[src/rtl/collatz_sequencer_pkg.sv]
// Shared definitions for the Collatz sequencer: ALU opcodes, FSM state encoding,
// the largest odd value whose 3n+1 still fits the data path, and state decode helpers.
package collatz_sequencer_pkg;

    localparam logic [2:0] OP_SHR    = 3'b000;
    localparam logic [2:0] OP_TRIPLE = 3'b001;
    localparam logic [2:0] OP_DEC    = 3'b010;
    localparam logic [2:0] OP_LSB    = 3'b011;
    localparam logic [2:0] OP_PASS   = 3'b100;

    typedef enum logic [2:0] {
        ST_IDLE   = 3'd0,
        ST_CHKONE = 3'd1,
        ST_PARITY = 3'd2,
        ST_EVEN   = 3'd3,
        ST_ODD    = 3'd4,
        ST_DONE   = 3'd5,
        ST_ERROR  = 3'd6
    } seq_state_t;

    // Largest n for which 3n+1 is representable in 'width' bits.
    function automatic longint unsigned max_odd_f(input int unsigned width);
        return ((64'd1 << width) - 64'd2) / 64'd3;
    endfunction

    function automatic logic [2:0] state_opcode(input seq_state_t st);
        logic [2:0] op;
        case (st)
            ST_CHKONE: op = OP_DEC;
            ST_PARITY: op = OP_LSB;
            ST_EVEN:   op = OP_SHR;
            ST_ODD:    op = OP_TRIPLE;
            default:   op = OP_PASS;
        endcase
        return op;
    endfunction

    function automatic logic state_busy(input seq_state_t st);
        logic busy;
        case (st)
            ST_CHKONE, ST_PARITY, ST_EVEN, ST_ODD: busy = 1'b1;
            default:                               busy = 1'b0;
        endcase
        return busy;
    endfunction

endpackage

[src/rtl/collatz_sequencer_if.sv]
// User/ALU-facing signal bundle of the Collatz sequencer.
// Optional COLLATZ_SEQ_PEAK_EN adds the peak-value output.
interface collatz_sequencer_if #(
    parameter int unsigned DATAWIDTH_BUS           = 8,
    parameter int unsigned DATAWIDTH_ALU_SELECTION = 3,
    parameter int unsigned DATAWIDTH_STEPS         = 8
);
    logic                               CC_SEQ_start_InLow;
    logic [DATAWIDTH_BUS-1:0]           CC_SEQ_seed_InBUS;
    logic [DATAWIDTH_BUS-1:0]           CC_SEQ_aluData_InBUS;
    logic                               CC_SEQ_aluZero_InLow;
    logic [DATAWIDTH_ALU_SELECTION-1:0] CC_SEQ_aluSelection_OutBUS;
    logic [DATAWIDTH_BUS-1:0]           CC_SEQ_aluDataA_OutBUS;
    logic [DATAWIDTH_STEPS-1:0]         CC_SEQ_steps_OutBUS;
    logic                               CC_SEQ_busy_Out;
    logic                               CC_SEQ_done_Out;
    logic                               CC_SEQ_error_Out;
`ifdef COLLATZ_SEQ_PEAK_EN
    logic [DATAWIDTH_BUS-1:0]           CC_SEQ_peak_OutBUS;
`endif

    // Sequencer side
    modport master (
        input  CC_SEQ_start_InLow, CC_SEQ_seed_InBUS, CC_SEQ_aluData_InBUS, CC_SEQ_aluZero_InLow,
`ifdef COLLATZ_SEQ_PEAK_EN
        output CC_SEQ_peak_OutBUS,
`endif
        output CC_SEQ_aluSelection_OutBUS, CC_SEQ_aluDataA_OutBUS, CC_SEQ_steps_OutBUS,
        output CC_SEQ_busy_Out, CC_SEQ_done_Out, CC_SEQ_error_Out
    );

    // User and ALU side
    modport slave (
        output CC_SEQ_start_InLow, CC_SEQ_seed_InBUS, CC_SEQ_aluData_InBUS, CC_SEQ_aluZero_InLow,
`ifdef COLLATZ_SEQ_PEAK_EN
        input  CC_SEQ_peak_OutBUS,
`endif
        input  CC_SEQ_aluSelection_OutBUS, CC_SEQ_aluDataA_OutBUS, CC_SEQ_steps_OutBUS,
        input  CC_SEQ_busy_Out, CC_SEQ_done_Out, CC_SEQ_error_Out
    );

endinterface

[src/rtl/collatz_sequencer_step_counter.sv]
// Step counter with synchronous clear, enable and an all-ones flag; it never wraps,
// so the sequencer can flag an error instead of losing the count.
module collatz_sequencer_step_counter #(
    parameter int unsigned WIDTH = 8
) (
    input  logic             clk_i,
    input  logic             rst_n_i,
    input  logic             clr_i,
    input  logic             en_i,
    output logic [WIDTH-1:0] count_o,
    output logic             at_max_o
);

    logic [WIDTH-1:0] count_q;
    logic [WIDTH-1:0] count_d;

    // Next count: clear wins, increment stops at all-ones
    always_comb begin
        count_d = count_q;
        if (clr_i) begin
            count_d = '0;
        end else if (en_i && !at_max_o) begin
            count_d = count_q + WIDTH'(1);
        end else begin
            count_d = count_q;
        end
    end

    // Count register
    always_ff @(posedge clk_i or negedge rst_n_i) begin
        if (!rst_n_i) begin
            count_q <= '0;
        end else begin
            count_q <= count_d;
        end
    end

    assign count_o  = count_q;
    assign at_max_o = &count_q;

endmodule

[src/rtl/collatz_sequencer.sv]
// Collatz sequencer: drives an external combinational ALU to iterate n/2 or 3n+1 until n==1.
// Optional COLLATZ_SEQ_PEAK_EN tracks the largest value reached, seed included.
module collatz_sequencer
    import collatz_sequencer_pkg::*;
#(
    parameter int unsigned DATAWIDTH_BUS           = 8,
    parameter int unsigned DATAWIDTH_ALU_SELECTION = 3,
    parameter int unsigned DATAWIDTH_STEPS         = 8
) (
    input  logic                 CC_SEQ_CLOCK_50,
    input  logic                 CC_SEQ_RESET_InLow,
    collatz_sequencer_if.master  seq_if
);

    localparam logic [DATAWIDTH_BUS-1:0] MAX_ODD = DATAWIDTH_BUS'(max_odd_f(DATAWIDTH_BUS));

    seq_state_t                         state_q;
    seq_state_t                         state_d;
    logic [DATAWIDTH_BUS-1:0]           value_q;
    logic [DATAWIDTH_BUS-1:0]           value_d;
    logic [DATAWIDTH_ALU_SELECTION-1:0] sel_q;
    logic [DATAWIDTH_ALU_SELECTION-1:0] sel_d;
    logic                               busy_q;
    logic                               busy_d;
    logic                               done_q;
    logic                               done_d;
    logic                               error_q;
    logic                               error_d;
    logic [DATAWIDTH_STEPS-1:0]         steps_s;
    logic                               steps_max_s;
    logic                               start_s;
    logic                               accept_s;
    logic                               odd_ovf_s;
    logic                               value_we_s;

    assign start_s   = (state_q == ST_IDLE) && !seq_if.CC_SEQ_start_InLow;
    assign accept_s  = start_s && (seq_if.CC_SEQ_seed_InBUS != '0);
    assign odd_ovf_s = (value_q > MAX_ODD);

    collatz_sequencer_step_counter #(
        .WIDTH (DATAWIDTH_STEPS)
    ) u_step_counter (
        .clk_i    (CC_SEQ_CLOCK_50),
        .rst_n_i  (CC_SEQ_RESET_InLow),
        .clr_i    (start_s),
        .en_i     (value_we_s),
        .count_o  (steps_s),
        .at_max_o (steps_max_s)
    );

    // State register
    always_ff @(posedge CC_SEQ_CLOCK_50 or negedge CC_SEQ_RESET_InLow) begin
        if (!CC_SEQ_RESET_InLow) begin
            state_q <= ST_IDLE;
        end else begin
            state_q <= state_d;
        end
    end

    // Next-state logic; ALU flags refer to the opcode decoded from the current state
    always_comb begin
        state_d = state_q;
        case (state_q)
            ST_IDLE: begin
                if (accept_s) begin
                    state_d = ST_CHKONE;
                end else begin
                    state_d = ST_IDLE;
                end
            end
            ST_CHKONE: begin
                if (!seq_if.CC_SEQ_aluZero_InLow) begin
                    state_d = ST_DONE;
                end else begin
                    state_d = ST_PARITY;
                end
            end
            ST_PARITY: begin
                if (!seq_if.CC_SEQ_aluZero_InLow) begin
                    state_d = ST_EVEN;
                end else begin
                    state_d = ST_ODD;
                end
            end
            ST_EVEN: begin
                if (steps_max_s) begin
                    state_d = ST_ERROR;
                end else begin
                    state_d = ST_CHKONE;
                end
            end
            ST_ODD: begin
                if (odd_ovf_s || steps_max_s) begin
                    state_d = ST_ERROR;
                end else begin
                    state_d = ST_CHKONE;
                end
            end
            ST_DONE:  state_d = ST_IDLE;
            ST_ERROR: state_d = ST_IDLE;
            default:  state_d = ST_IDLE;
        endcase
    end

    // Output and datapath decode
    always_comb begin
        sel_d      = DATAWIDTH_ALU_SELECTION'(state_opcode(state_d));
        busy_d     = state_busy(state_d);
        done_d     = (state_q == ST_DONE);
        value_we_s = 1'b0;
        case (state_q)
            ST_EVEN: value_we_s = !steps_max_s;
            ST_ODD:  value_we_s = !steps_max_s && !odd_ovf_s;
            default: value_we_s = 1'b0;
        endcase
        if (accept_s) begin
            value_d = seq_if.CC_SEQ_seed_InBUS;
        end else if (value_we_s) begin
            value_d = seq_if.CC_SEQ_aluData_InBUS;
        end else begin
            value_d = value_q;
        end
        // A zero seed can never reach 1, so it is rejected as an error
        if (accept_s) begin
            error_d = 1'b0;
        end else if (start_s || (state_q == ST_ERROR)) begin
            error_d = 1'b1;
        end else begin
            error_d = error_q;
        end
    end

    // Output and value registers
    always_ff @(posedge CC_SEQ_CLOCK_50 or negedge CC_SEQ_RESET_InLow) begin
        if (!CC_SEQ_RESET_InLow) begin
            value_q <= '0;
            sel_q   <= DATAWIDTH_ALU_SELECTION'(OP_PASS);
            busy_q  <= 1'b0;
            done_q  <= 1'b0;
            error_q <= 1'b0;
        end else begin
            value_q <= value_d;
            sel_q   <= sel_d;
            busy_q  <= busy_d;
            done_q  <= done_d;
            error_q <= error_d;
        end
    end

`ifdef COLLATZ_SEQ_PEAK_EN
    logic [DATAWIDTH_BUS-1:0] peak_q;
    logic [DATAWIDTH_BUS-1:0] peak_d;

    // Peak follows every value write
    always_comb begin
        if (accept_s) begin
            peak_d = seq_if.CC_SEQ_seed_InBUS;
        end else if (value_we_s && (seq_if.CC_SEQ_aluData_InBUS > peak_q)) begin
            peak_d = seq_if.CC_SEQ_aluData_InBUS;
        end else begin
            peak_d = peak_q;
        end
    end

    // Peak register
    always_ff @(posedge CC_SEQ_CLOCK_50 or negedge CC_SEQ_RESET_InLow) begin
        if (!CC_SEQ_RESET_InLow) begin
            peak_q <= '0;
        end else begin
            peak_q <= peak_d;
        end
    end

    assign seq_if.CC_SEQ_peak_OutBUS = peak_q;
`endif

    assign seq_if.CC_SEQ_aluSelection_OutBUS = sel_q;
    assign seq_if.CC_SEQ_aluDataA_OutBUS     = value_q;
    assign seq_if.CC_SEQ_steps_OutBUS        = steps_s;
    assign seq_if.CC_SEQ_busy_Out            = busy_q;
    assign seq_if.CC_SEQ_done_Out            = done_q;
    assign seq_if.CC_SEQ_error_Out           = error_q;

endmodule

[src/flat_wrapper.sv]
// flat-port wrapper written by rule: the top's interface ports become plain ports
module collatz_sequencer_flat import collatz_sequencer_pkg::*;
#(
    parameter int unsigned DATAWIDTH_BUS           = 8,
    parameter int unsigned DATAWIDTH_ALU_SELECTION = 3,
    parameter int unsigned DATAWIDTH_STEPS         = 8
)
  (CC_SEQ_CLOCK_50, CC_SEQ_RESET_InLow, seq_if_CC_SEQ_start_InLow, seq_if_CC_SEQ_seed_InBUS, seq_if_CC_SEQ_aluData_InBUS, seq_if_CC_SEQ_aluZero_InLow, seq_if_CC_SEQ_aluSelection_OutBUS, seq_if_CC_SEQ_aluDataA_OutBUS, seq_if_CC_SEQ_steps_OutBUS, seq_if_CC_SEQ_busy_Out, seq_if_CC_SEQ_done_Out, seq_if_CC_SEQ_error_Out);
  collatz_sequencer_if #(.DATAWIDTH_BUS(DATAWIDTH_BUS), .DATAWIDTH_ALU_SELECTION(DATAWIDTH_ALU_SELECTION), .DATAWIDTH_STEPS(DATAWIDTH_STEPS)) seq_if_i ();
  input  logic CC_SEQ_CLOCK_50;
  input  logic CC_SEQ_RESET_InLow;
  input wire logic [$bits(seq_if_i.CC_SEQ_start_InLow)-1:0] seq_if_CC_SEQ_start_InLow;
  input wire logic [$bits(seq_if_i.CC_SEQ_seed_InBUS)-1:0] seq_if_CC_SEQ_seed_InBUS;
  input wire logic [$bits(seq_if_i.CC_SEQ_aluData_InBUS)-1:0] seq_if_CC_SEQ_aluData_InBUS;
  input wire logic [$bits(seq_if_i.CC_SEQ_aluZero_InLow)-1:0] seq_if_CC_SEQ_aluZero_InLow;
  output wire logic [$bits(seq_if_i.CC_SEQ_aluSelection_OutBUS)-1:0] seq_if_CC_SEQ_aluSelection_OutBUS;
  output wire logic [$bits(seq_if_i.CC_SEQ_aluDataA_OutBUS)-1:0] seq_if_CC_SEQ_aluDataA_OutBUS;
  output wire logic [$bits(seq_if_i.CC_SEQ_steps_OutBUS)-1:0] seq_if_CC_SEQ_steps_OutBUS;
  output wire logic [$bits(seq_if_i.CC_SEQ_busy_Out)-1:0] seq_if_CC_SEQ_busy_Out;
  output wire logic [$bits(seq_if_i.CC_SEQ_done_Out)-1:0] seq_if_CC_SEQ_done_Out;
  output wire logic [$bits(seq_if_i.CC_SEQ_error_Out)-1:0] seq_if_CC_SEQ_error_Out;
  assign seq_if_i.CC_SEQ_start_InLow = seq_if_CC_SEQ_start_InLow;
  assign seq_if_i.CC_SEQ_seed_InBUS = seq_if_CC_SEQ_seed_InBUS;
  assign seq_if_i.CC_SEQ_aluData_InBUS = seq_if_CC_SEQ_aluData_InBUS;
  assign seq_if_i.CC_SEQ_aluZero_InLow = seq_if_CC_SEQ_aluZero_InLow;
  assign seq_if_CC_SEQ_aluSelection_OutBUS = seq_if_i.CC_SEQ_aluSelection_OutBUS;
  assign seq_if_CC_SEQ_aluDataA_OutBUS = seq_if_i.CC_SEQ_aluDataA_OutBUS;
  assign seq_if_CC_SEQ_steps_OutBUS = seq_if_i.CC_SEQ_steps_OutBUS;
  assign seq_if_CC_SEQ_busy_Out = seq_if_i.CC_SEQ_busy_Out;
  assign seq_if_CC_SEQ_done_Out = seq_if_i.CC_SEQ_done_Out;
  assign seq_if_CC_SEQ_error_Out = seq_if_i.CC_SEQ_error_Out;
  collatz_sequencer #(.DATAWIDTH_BUS(DATAWIDTH_BUS), .DATAWIDTH_ALU_SELECTION(DATAWIDTH_ALU_SELECTION), .DATAWIDTH_STEPS(DATAWIDTH_STEPS)) u_core (.CC_SEQ_CLOCK_50(CC_SEQ_CLOCK_50), .CC_SEQ_RESET_InLow(CC_SEQ_RESET_InLow), .seq_if(seq_if_i));
endmodule
[config.mk]
export PLATFORM = sky130hd
export DESIGN_NAME = collatz_sequencer_flat
export DESIGN_NICKNAME = d
export VERILOG_FILES = /design/src/rtl/collatz_sequencer_pkg.sv /design/src/rtl/collatz_sequencer_if.sv /design/src/rtl/collatz_sequencer_step_counter.sv /design/src/rtl/collatz_sequencer.sv /design/src/flat_wrapper.sv
export SDC_FILE = /design/constraint.sdc
export NUM_CORES = 1
export LEC_CHECK = 0
export CELL_PAD_IN_SITES_DETAIL_PLACEMENT = 0
export CELL_PAD_IN_SITES_GLOBAL_PLACEMENT = 2
export CORE_MARGIN = 3
export CORE_UTILIZATION = 24
export CTS_CLUSTER_DIAMETER = 40
export DETAILED_ROUTE_END_ITERATION = 10
export PLACE_DENSITY_LB_ADDON = 0.08
export SYNTH_ARGS = -nofsm -noshare
export SYNTH_HDL_FRONTEND = slang
export SYNTH_SLANG_ARGS = --single-unit
[constraint.sdc]
create_clock -name CC_SEQ_CLOCK_50 -period 1.6 [get_ports CC_SEQ_CLOCK_50]
set_input_delay 0.16 -clock CC_SEQ_CLOCK_50 [delete_from_list [all_inputs] [get_ports CC_SEQ_CLOCK_50]]
set_output_delay 0.16 -clock CC_SEQ_CLOCK_50 [all_outputs]
set_load 0.05 [all_outputs]
==> results.yml <==
run_status:
  outcome: "finished with violations"
  violations: "setup timing"
setup_path:
  setup.worst_path.start_class: "flop"
  critPathKind: "flop to flop"
  cp_max_fo: 4
  required_ns: 1.75
  reg2reg_from: "u_core.seq_if.CC_SEQ_aluDataA_OutBUS[7]"
  slowest_delay_ns: 0.43
  cp.arrival_ns: 1.85
  path_cells: "nor4b_4 > o22ai_2 > or2_1 > buf_6 > o311ai_4 > o41ai_2"
  end_kind: "flop"
  cp-startpoint: "u_core.seq_if.CC_SEQ_aluDataA_OutBUS[7]"
  cpMaxStageDelayCell: "dfrtp_2"
detailed_routing:
  drc: 0
  drt_iter0_markers: 30
  vias: 1395
  drtPass1Iterations: 4
  via_per_inst: 4.666
  drt_wl_total_um: 4158
  drt-wirelength-per-cell_um: 13.91
  antenna_left: 0
yosys:
  synth.top_cells.by_count: "25 x nand2_1, 24 x dfrtp_1, 14 x nor2_1, 9 x a31oi_1"
  synth-edff-count: 0
  syn_area_um2: 1305
  synth.most_common_cell: "nand2_1"
  syn_nets: 159
  avgSynthCellArea_um2: 9.457
  synth_flop_cell: "dfrtp_1"
  ys_types: 39
  synth_seq_cells: 25
  ys_warn_count: 0
  yosysSeqAreaShare_pct: 48.03
  yosys.area.top_type: "dfrtp_1"
  syn_inst: 138
  synth_top_area_share_pct: 46.02
  synth_area_leaders: "dfrtp_1 46%, nand2_1 7.2%, a31oi_1 4.3%"
  synthArstFlopShare_pct: 100.0
hold_path:
  hold_class: "input port to async pin"
floorplanning:
  die_x_um: 79.74
  core_um2: 5172
  die_area_um2: 6358
  rows: 26
  die_height_um: 79.74
  initial_core_util_pct: 25.23
  ios: 42
global_route:
  grt-ovfl-total: 0
  grt_pass1_vias: 1427
  antenna_found_initial: 0
  grt_max_degree: 26
  grt_pass1_wl_um: 6879
  grt_usage_pct: 13.69
timing:
  hold_viol_final: 0
  period_share_pct: 106.3
  fin_crit_ns: 1.702
  clock_skew_ns: 0.001298
  rsz0062_at_grt: "true"
  whs_ns: 0.2493
  max_freq_mhz: 587.7
  slew_headroom_pct: 77.79
  worst_pin_slew_ns: 0.3332
  final.setup.tns_ns: -0.4334
  slew_viol_final: 0
  setup_viol: 13
  fin_ws_ns: -0.1016
cts:
  cts_tree: "done"
  cts_max_path_buffers: 2
  numCtsBuffers: 3
  clock-root-buffer: "clkbuf_8"
  clock_latency_ns: 0.27
  cts-htree-levels: 1
  hold_buffers: 0
  cts.sinks: 25
  clkTransAtPathRegs_ns: 0.09
power_and_ir_drop:
  vdd_drop_max_uv: 840.1
  leakage_nw: 1.052
  power_mw: 4.507
  power_density_nw_per_um2: 1941
finish:
  nets: 251
  drive_gt1_share_pct: 50.66
  final_core_util_pct: 44.90
  layoutNonFillerInstCount: 299
  diodes: 0
  finalInstanceArea_um2: 2322
  area_delta_synth_final_pct: 77.95
placement:
  place_ws_ns: -0.2063
  gp_congestion: 0.7721
  hpwl_um: 3150
  port_buffers: 41
  dp.cells: 285
  placed_area_um2: 2061
flow_run:
  drv_cap: 0
-- cell type report --
cell class / instances / area [um2]
sequential: 25 / 643.1
fill: 530 / 2850
tap: 70 / 87.58
timing repair buffer: 95 / 799.5
clock buffer: 4 / 45.04
inverter: 2 / 7.507
multi-input combinational: 103 / 739.5
-- state kept, by name, indices dropped and copies added, names as in the netlist --
register / flops
u_core.seq_if.CC_SEQ_aluDataA_OutBUS: 8
u_core.u_step_counter.count_o: 8
u_core.seq_if.CC_SEQ_aluSelection_OutBUS: 3
u_core.state_q: 3
u_core.seq_if.CC_SEQ_busy_Out: 1
u_core.seq_if.CC_SEQ_done_Out: 1
u_core.seq_if.CC_SEQ_error_Out: 1
-- power by group --
part	internal, mW	switching [mW]	total, mW	leakage [nW]
combinational	1.34	1.70	3.04	0.731
clock	0.178	0.209	0.387	0.0228
sequential	0.901	0.174	1.08	0.298
-- routing by layer --
| metal | up-vias | wire [um] | GRT usage (%) |
|---|---|---|---|
| li1 | 686 | - | - |
| met1 | 676 | 1879 | 17.62 |
| met2 | 29 | 2081 | 24.21 |
| met3 | 4 | 162 | 1.919 |
| met4 | 0 | 34 | 3.041 |
| met5 | - | 0 | 0 |
-- kinds of logic (layout without fill, tap and decap cells) --
kind of cell	Yosys count	in the layout	share of synthesized area, %
simple gates	62	62	24.07
compound gates	32	32	16.49
flops	25	25	48.04
buf+inv	10	101	4.602
mux	5	5	3.835
xor+xnor	3	3	2.014
fa+ha+maj	1	1	0.9586
-- cell usage in the layout (no fill, tap or decap), types with 2 or more instances in the layout --
| cell | netlist | routed |
|---|---|---|
| buf_4 | 1 | 68 |
| nand2_1 | 25 | 25 |
| clkdlybuf4s50_1 | 0 | 19 |
| dfrtp_2 | 0 | 13 |
| nor2_1 | 14 | 12 |
| dfrtp_1 | 24 | 11 |
| a31oi_1 | 9 | 8 |
| buf_6 | 2 | 7 |
| nand4_1 | 5 | 5 |
| mux2i_1 | 5 | 5 |
| a31o_2 | 3 | 3 |
| nor3b_1 | 3 | 3 |
| xnor2_1 | 3 | 3 |
| clkbuf_8 | 0 | 3 |
| nand3_1 | 2 | 2 |
| a21oi_2 | 0 | 2 |
| inv_1 | 2 | 2 |
| a21oi_1 | 5 | 2 |
| o21ai_1 | 0 | 2 |
| o31ai_1 | 3 | 2 |
| nor4_1 | 3 | 2 |
| nor2_4 | 0 | 2 |
-- timing repair --
item / CTS / global route
endpoints found under the hold margin: 0 / 0
pin swaps: 13 / 8
setup buffers: 7 / 3
setup endpoints to repair: 20 / 23
gates resized for setup: 17 / 12
-- worst paths after layout --
kind | end | slack (ns) | depth (start not counted)
min in group CC_SEQ_CLOCK_50 | u_core.seq_if.CC_SEQ_aluDataA_OutBUS[2] | 0.44 | 3
setup / recovery | u_core.u_step_counter.count_o[7] | -0.10 | 6
hold reg to reg | u_core.u_step_counter.count_o[4] | 0.57 | 2
setup reg to reg | u_core.u_step_counter.count_o[7] | -0.10 | 6
hold / removal | u_core.u_step_counter.count_o[3] | 0.25 | 2
max in group asynchronous | u_core.seq_if.CC_SEQ_aluSelection_OutBUS[2] | 1.06 | 2
-- worst max-delay path, delay by kind of cell (launching register included) --
kind	cells	cell delay (ns)
buf+inv	1	0.14
compound gates	3	0.47
flops	1	0.43
simple gates	2	0.55
No activity file was read; power rests on OpenSTA's default activity.
==> variant 1, RTL diff (config.mk and constraints unchanged) <==
Re-encode `seq_state_t` (7 states) as Gray code, 3 bits wide.
--- a/src/rtl/collatz_sequencer_pkg.sv
+++ b/src/rtl/collatz_sequencer_pkg.sv
@@ -9,13 +9,13 @@
     localparam logic [2:0] OP_PASS   = 3'b100;
 
     typedef enum logic [2:0] {
-        ST_IDLE   = 3'd0,
-        ST_CHKONE = 3'd1,
-        ST_PARITY = 3'd2,
-        ST_EVEN   = 3'd3,
-        ST_ODD    = 3'd4,
-        ST_DONE   = 3'd5,
-        ST_ERROR  = 3'd6
+        ST_IDLE   = 3'b000,
+        ST_CHKONE = 3'b001,
+        ST_PARITY = 3'b011,
+        ST_EVEN   = 3'b010,
+        ST_ODD    = 3'b110,
+        ST_DONE   = 3'b111,
+        ST_ERROR  = 3'b101
     } seq_state_t;
 
     // Largest n for which 3n+1 is representable in 'width' bits.
Behaviour: no difference found for any inputs over 10 cycles, from zero or initial values and one cycle with CC_SEQ_RESET_InLow low; not proved beyond that.
==> variant 1 against the original RTL <==
The run still ends with setup timing left. Sequential cell count is the same. Synthesized area shrank 4.0%. Hold slack about the same. Worst setup slack improved by 0.018 ns. Cell area down 8.6%. Routed wire length down 3.7%. First-iteration DRC count up 120%. Power down 6.2%.
==> variant 1: results (changes against the original RTL) <==
| Metric | Value |
|---|---|
| Synth cell count leaders | dfrtp_1 (24), nand2_1 (20), a21oi_1 (16) (was nand2_1 (25), dfrtp_1 (24), nor2_1 (14)) |
| Critical path arrival | 1.89 ns (was 1.85 ns) |
| Worst slack, placed | -0.1978 ns (was -0.2063 ns) |
| Synth cell types | 38 (was 39) |
| R2r worst-path depth | 5 (was 6) |
| Lkg Pwr | 0.0009560 uW (was 0.001052 uW) |
| VDD IR max | 0.9754 mV (was 0.8401 mV) |
| First-pass GRT wire length | 6.796 mm (was 6.879 mm) |
| Status | finished, violations left (unchanged) |
| Setup TNS | -0.1730 ns (was -0.4334 ns) |
| DPL Wire Length | 3.016 mm (was 3.150 mm) |
| Post-CTS Resized | 12 (was 17) |
| Final Setup Violations | 6 (was 13) |
| Violated checks | setup timing (unchanged) |
| Total number of vias | 1275 (was 1395) |
| Global-route met2 utilization | 21.92% (was 24.21%) |
| Layout net count | 229 (was 251) |
| Sequential area share after synthesis | 50.05% (was 48.03%) |
| Layout cells sized above 1 | 48.31% (was 50.66%) |
| Top cells by area, synth | dfrtp_1 (48%), a21oi_1 (6.4%), nand2_1 (6.0%) (was dfrtp_1 (46%), nand2_1 (7.2%), a31oi_1 (4.3%)) |
| GR Util met3 | 2.638% (was 1.919%) |
| Internal power | 2212 uW (was 2421 uW) |
| Synthesized Nets | 148 (was 159) |
| Post-CTS setup buffers | 1 (was 7) |
| Worst-margin pin slew | 0.4673 ns (was 0.3332 ns) |
| Gate Count Post-Synth | 127 (was 138) |
| Grt met1 use | 19.80% (was 17.62%) |
| Starting DRT DRC Count | 65 (was 30) |
| Layout Skew | 0.001747 ns (was 0.001298 ns) |
| Worst Setup Slack, final | -0.08359 ns (was -0.1016 ns) |
| Final GP Congestion | 0.7541 (was 0.7721) |
| DRT Wirelength | 4.005 mm (was 4.158 mm) |
[variant 1: cell types whose count changed after synthesis, sizes merged, moves of 2 or more]
cell | unedited run | this run
nand2 | 25 | 20
o21ai | 4 | 6
a31o | 3 | 0
a21oi | 5 | 19
buf | 6 | 3
a21o | 0 | 2
nand4 | 5 | 3
nor3b | 3 | 0
a31oi | 9 | 2
o31ai | 3 | 0
[variant 1: final timing paths]
kind / to / slack (ns)
worst max-delay path: u_core.u_step_counter.count_o[6] / -0.08
worst min-delay path: u_core.u_step_counter.count_o[6] / 0.25
worst max register to register: u_core.u_step_counter.count_o[6] / -0.08
worst min register to register: u_core.seq_if.CC_SEQ_aluDataA_OutBUS[1] / 0.58
max in group asynchronous: u_core.seq_if.CC_SEQ_aluSelection_OutBUS[2] / 1.06
min in group CC_SEQ_CLOCK_50: u_core.seq_if.CC_SEQ_aluDataA_OutBUS[5] / 0.45
[variant 1: power groups by stage]
stage                     logic (uW)  clock network, uW  registers, uW
after detailed placement        2510                  0           1140
final                           2710                387           1130
after CTS                       2620                404           1140
after floorplan                  777                  0           1870
after global routing            2910                434           1170
after global placement          2480                  0           1130
[variant 1: metrics by stage]
stage / instance area [um2] / utilization, % / total power, uW / hold WS, ns / std cells
after floorplan: 1299 / - / 2649 / -0.1356 / 127
after global placement: 1951 / 39.97 / 3609 / 0.5431 / 263
after detailed placement: 1951 / 39.97 / 3655 / 0.5565 / 263
after CTS: 2052 / 42.05 / 4160 / 0.2565 / 268
after global routing: 2122 / 43.49 / 4511 / 0.2840 / 274
final: 2122 / 43.49 / 4226 / 0.2491 / 274
[variant 1: kinds of logic (layout without fill, tap and decap cells)]
logic type / count (synthesis) / in the layout / share of synthesized area, %
simple gates: 53 / 53 / 22.38
mux: 5 / 5 / 3.996
flops: 25 / 25 / 50.05
buf+inv: 5 / 84 / 2.297
compound gates: 35 / 36 / 18.18
xor+xnor: 3 / 3 / 2.098
fa+ha+maj: 1 / 1 / 0.9988
[variant 1: area by class of cell]
| cell class | count | area share [%] |
|---|---|---|
| Sequential cell | 25 | 30.48 |
| Clock buffer | 4 | 2.123 |
| Multi-Input combinational cell | 98 | 32.55 |
| Timing Repair Buffer | 79 | 30.72 |
| Tap cell | 67 | 3.950 |
| Inverter | 1 | 0.1769 |
[variant 1: worst max-delay path, stage by stage (launching register included)]
cell and delay [ns]:
dfrtp_2 0.43, nor4b_4 0.37, a21oi_4 0.12, a21o_4 0.25, or3_1 0.32, a21oi_2 0.12
[variant 1: layer usage]
metal	wire length (um)	part of all wire, %
met5	0	0
met4	15	0.37
met3	168	4.2
met2	1875	47
met1	1946	49
==> variant 2, RTL diff (same flow settings) <==
Without the edit above. `DATAWIDTH_STEPS` is set to 8 in 3 places; all go to 6.
--- a/src/rtl/collatz_sequencer_if.sv
+++ b/src/rtl/collatz_sequencer_if.sv
@@ -3,7 +3,7 @@
 interface collatz_sequencer_if #(
     parameter int unsigned DATAWIDTH_BUS           = 8,
     parameter int unsigned DATAWIDTH_ALU_SELECTION = 3,
-    parameter int unsigned DATAWIDTH_STEPS         = 8
+    parameter int unsigned DATAWIDTH_STEPS         = 6
 );
     logic                               CC_SEQ_start_InLow;
     logic [DATAWIDTH_BUS-1:0]           CC_SEQ_seed_InBUS;
--- a/src/rtl/collatz_sequencer.sv
+++ b/src/rtl/collatz_sequencer.sv
@@ -5,7 +5,7 @@
 #(
     parameter int unsigned DATAWIDTH_BUS           = 8,
     parameter int unsigned DATAWIDTH_ALU_SELECTION = 3,
-    parameter int unsigned DATAWIDTH_STEPS         = 8
+    parameter int unsigned DATAWIDTH_STEPS         = 6
 ) (
     input  logic                 CC_SEQ_CLOCK_50,
     input  logic                 CC_SEQ_RESET_InLow,
--- a/src/flat_wrapper.sv
+++ b/src/flat_wrapper.sv
@@ -3,7 +3,7 @@
 #(
     parameter int unsigned DATAWIDTH_BUS           = 8,
     parameter int unsigned DATAWIDTH_ALU_SELECTION = 3,
-    parameter int unsigned DATAWIDTH_STEPS         = 8
+    parameter int unsigned DATAWIDTH_STEPS         = 6
 )
   (CC_SEQ_CLOCK_50, CC_SEQ_RESET_InLow, seq_if_CC_SEQ_start_InLow, seq_if_CC_SEQ_seed_InBUS, seq_if_CC_SEQ_aluData_InBUS, seq_if_CC_SEQ_aluZero_InLow, seq_if_CC_SEQ_aluSelection_OutBUS, seq_if_CC_SEQ_aluDataA_OutBUS, seq_if_CC_SEQ_steps_OutBUS, seq_if_CC_SEQ_busy_Out, seq_if_CC_SEQ_done_Out, seq_if_CC_SEQ_error_Out);
   collatz_sequencer_if #(.DATAWIDTH_BUS(DATAWIDTH_BUS), .DATAWIDTH_ALU_SELECTION(DATAWIDTH_ALU_SELECTION), .DATAWIDTH_STEPS(DATAWIDTH_STEPS)) seq_if_i ();
Ports: changed (resized seq_if_CC_SEQ_steps_OutBUS); port bits go from 42 to 40. No check against the original RTL was run, so the function may have changed too.
==> variant 2 against the original RTL <==
The flow still finishes with violations (setup timing). Synthesized area shrank 8.8%. Synthesized cell count is 17% lower. Worst setup slack got worse by 0.18 ns. Die area down 8.2%. Via count fell by 18%. Global-route usage fell by 2.4 points. Routed wire length shrank 20%. Non-clock buffer count down 25. Power is 13% lower. Cell area shrank 16%. Sequential cell count shrank 2. Count of clock-buffer cells in the layout decreased by 1. Critical endpoint is now u_core.u_step_counter.count_o[5].
==> variant 2: results (changes against the original RTL) <==
| Metric | Value |
|---|---|
| Status | finished, violations left (unchanged) |
| Violated checks | setup timing (unchanged) |
| Number of global-route vias before repair | 1108 (was 1427) |
| Number of vias per cell | 4.652 (was 4.666) |
| Synthesized Nets | 135 (was 159) |
| Final GP Congestion | 0.7928 (was 0.7721) |
| VDD IR max | 0.8249 mV (was 0.8401 mV) |
| Setup TNS | -3.040 ns (was -0.4334 ns) |
| DPL Wire Length | 2.508 mm (was 3.150 mm) |
| Final Setup Violations | 18 (was 13) |
| GRT Overall Usage | 11.33% (was 13.69%) |
| Layout Skew | 0.001184 ns (was 0.001298 ns) |
| Worst slack, placed | -0.3854 ns (was -0.2063 ns) |
| Worst Path Max Fanout | 5 (was 4) |
| Dpl cells | 239 (was 285) |
| Critical path arrival | 2.08 ns (was 1.85 ns) |
| Placement Cell Area | 0.001832 mm2 (was 0.002061 mm2) |
| Routed wl met3 | 170 um (was 162 um) |
| Top cells by area, synth | dfrtp_1 (46%), mux2i_1 (7.6%), a21oi_1 (4.2%) (was dfrtp_1 (46%), nand2_1 (7.2%), a31oi_1 (4.3%)) |
| Layout cells sized above 1 | 46.15% (was 50.66%) |
| Layout net count | 204 (was 251) |
| Syn Area/Cell | 10.44 um2 (was 9.457 um2) |
| Global-route met2 utilization | 18.10% (was 24.21%) |
| Metal2 WL | 1.586 mm (was 2.081 mm) |
| Routed met1 length | 1.520 mm (was 1.879 mm) |
| Worst Setup Slack, final | -0.2835 ns (was -0.1016 ns) |
| Wirelength per Cell | 13.45 um (was 13.91 um) |
| GR Util met3 | 2.482% (was 1.919%) |
| Synth cell count leaders | dfrtp_1 (22), a21oi_1 (10), mux2i_1 (9) (was nand2_1 (25), dfrtp_1 (24), nor2_1 (14)) |
| Grt met1 use | 14.39% (was 17.62%) |
| Relative slew slack | 79.74% (was 77.79%) |
| Lkg Pwr | 0.0008764 uW (was 0.001052 uW) |
| Starting DRT DRC Count | 26 (was 30) |
| CP max-delay cell | or3b_4 (was dfrtp_2) |
## variant 2: worst paths after layout
| path | from | to | cells after the start |
|---|---|---|---|
| worst max register to register | u_core.state_q[1] | u_core.u_step_counter.count_o[5] | 6 |
| worst min-delay path | CC_SEQ_RESET_InLow | u_core.u_step_counter.count_o[4] | 2 |
| max in group asynchronous | CC_SEQ_RESET_InLow | u_core.seq_if.CC_SEQ_aluSelection_OutBUS[2] | 2 |
| min in group CC_SEQ_CLOCK_50 | seq_if_CC_SEQ_seed_InBUS[4] | u_core.seq_if.CC_SEQ_aluDataA_OutBUS[4] | 3 |
| worst min register to register | u_core.seq_if.CC_SEQ_error_Out | u_core.seq_if.CC_SEQ_error_Out | 1 |
| worst max-delay path | u_core.state_q[1] | u_core.u_step_counter.count_o[5] | 6 |
## variant 2: timing repair
item / CTS / global route
endpoints found under the setup margin: 18 / 18
endpoints found under the hold margin: 0 / 0
buffers inserted: 0 / 3
gates cloned: 0 / 1
resized for setup: 7 / 5
pin swaps: 3 / 0
## variant 2: power breakdown
group | internal (uW) | switching, uW
clock network | 174 | 193
logic | 1070 | 1500
registers | 846 | 138
## variant 2: cell type report
type / instances / area [um2]
well taps: 65 / 81.33
multi-input cells: 83 / 648.1
repair buffers: 70 / 584.3
inverters: 2 / 7.507
clock inverters: 1 / 5.005
fillers: 462 / 2605
flip-flops and latches: 23 / 591.8
clock buffers: 3 / 41.29
## variant 2: cell families (layout without fill, tap and decap cells)
logic type               count (synthesis)  after routing  share of synthesized area (%)
AO/OA/AOI/OAI                           33             34                          20.61
XOR/XNOR                                 2              2                          1.472
adder cells (fa/ha/maj)                  1              1                          1.051
buffers and inverters                    9             76                          2.944
flip-flops                              23             23                          48.48
multiplexers                             9              9                          7.571
AND/OR/NAND/NOR                         37             37                          17.88
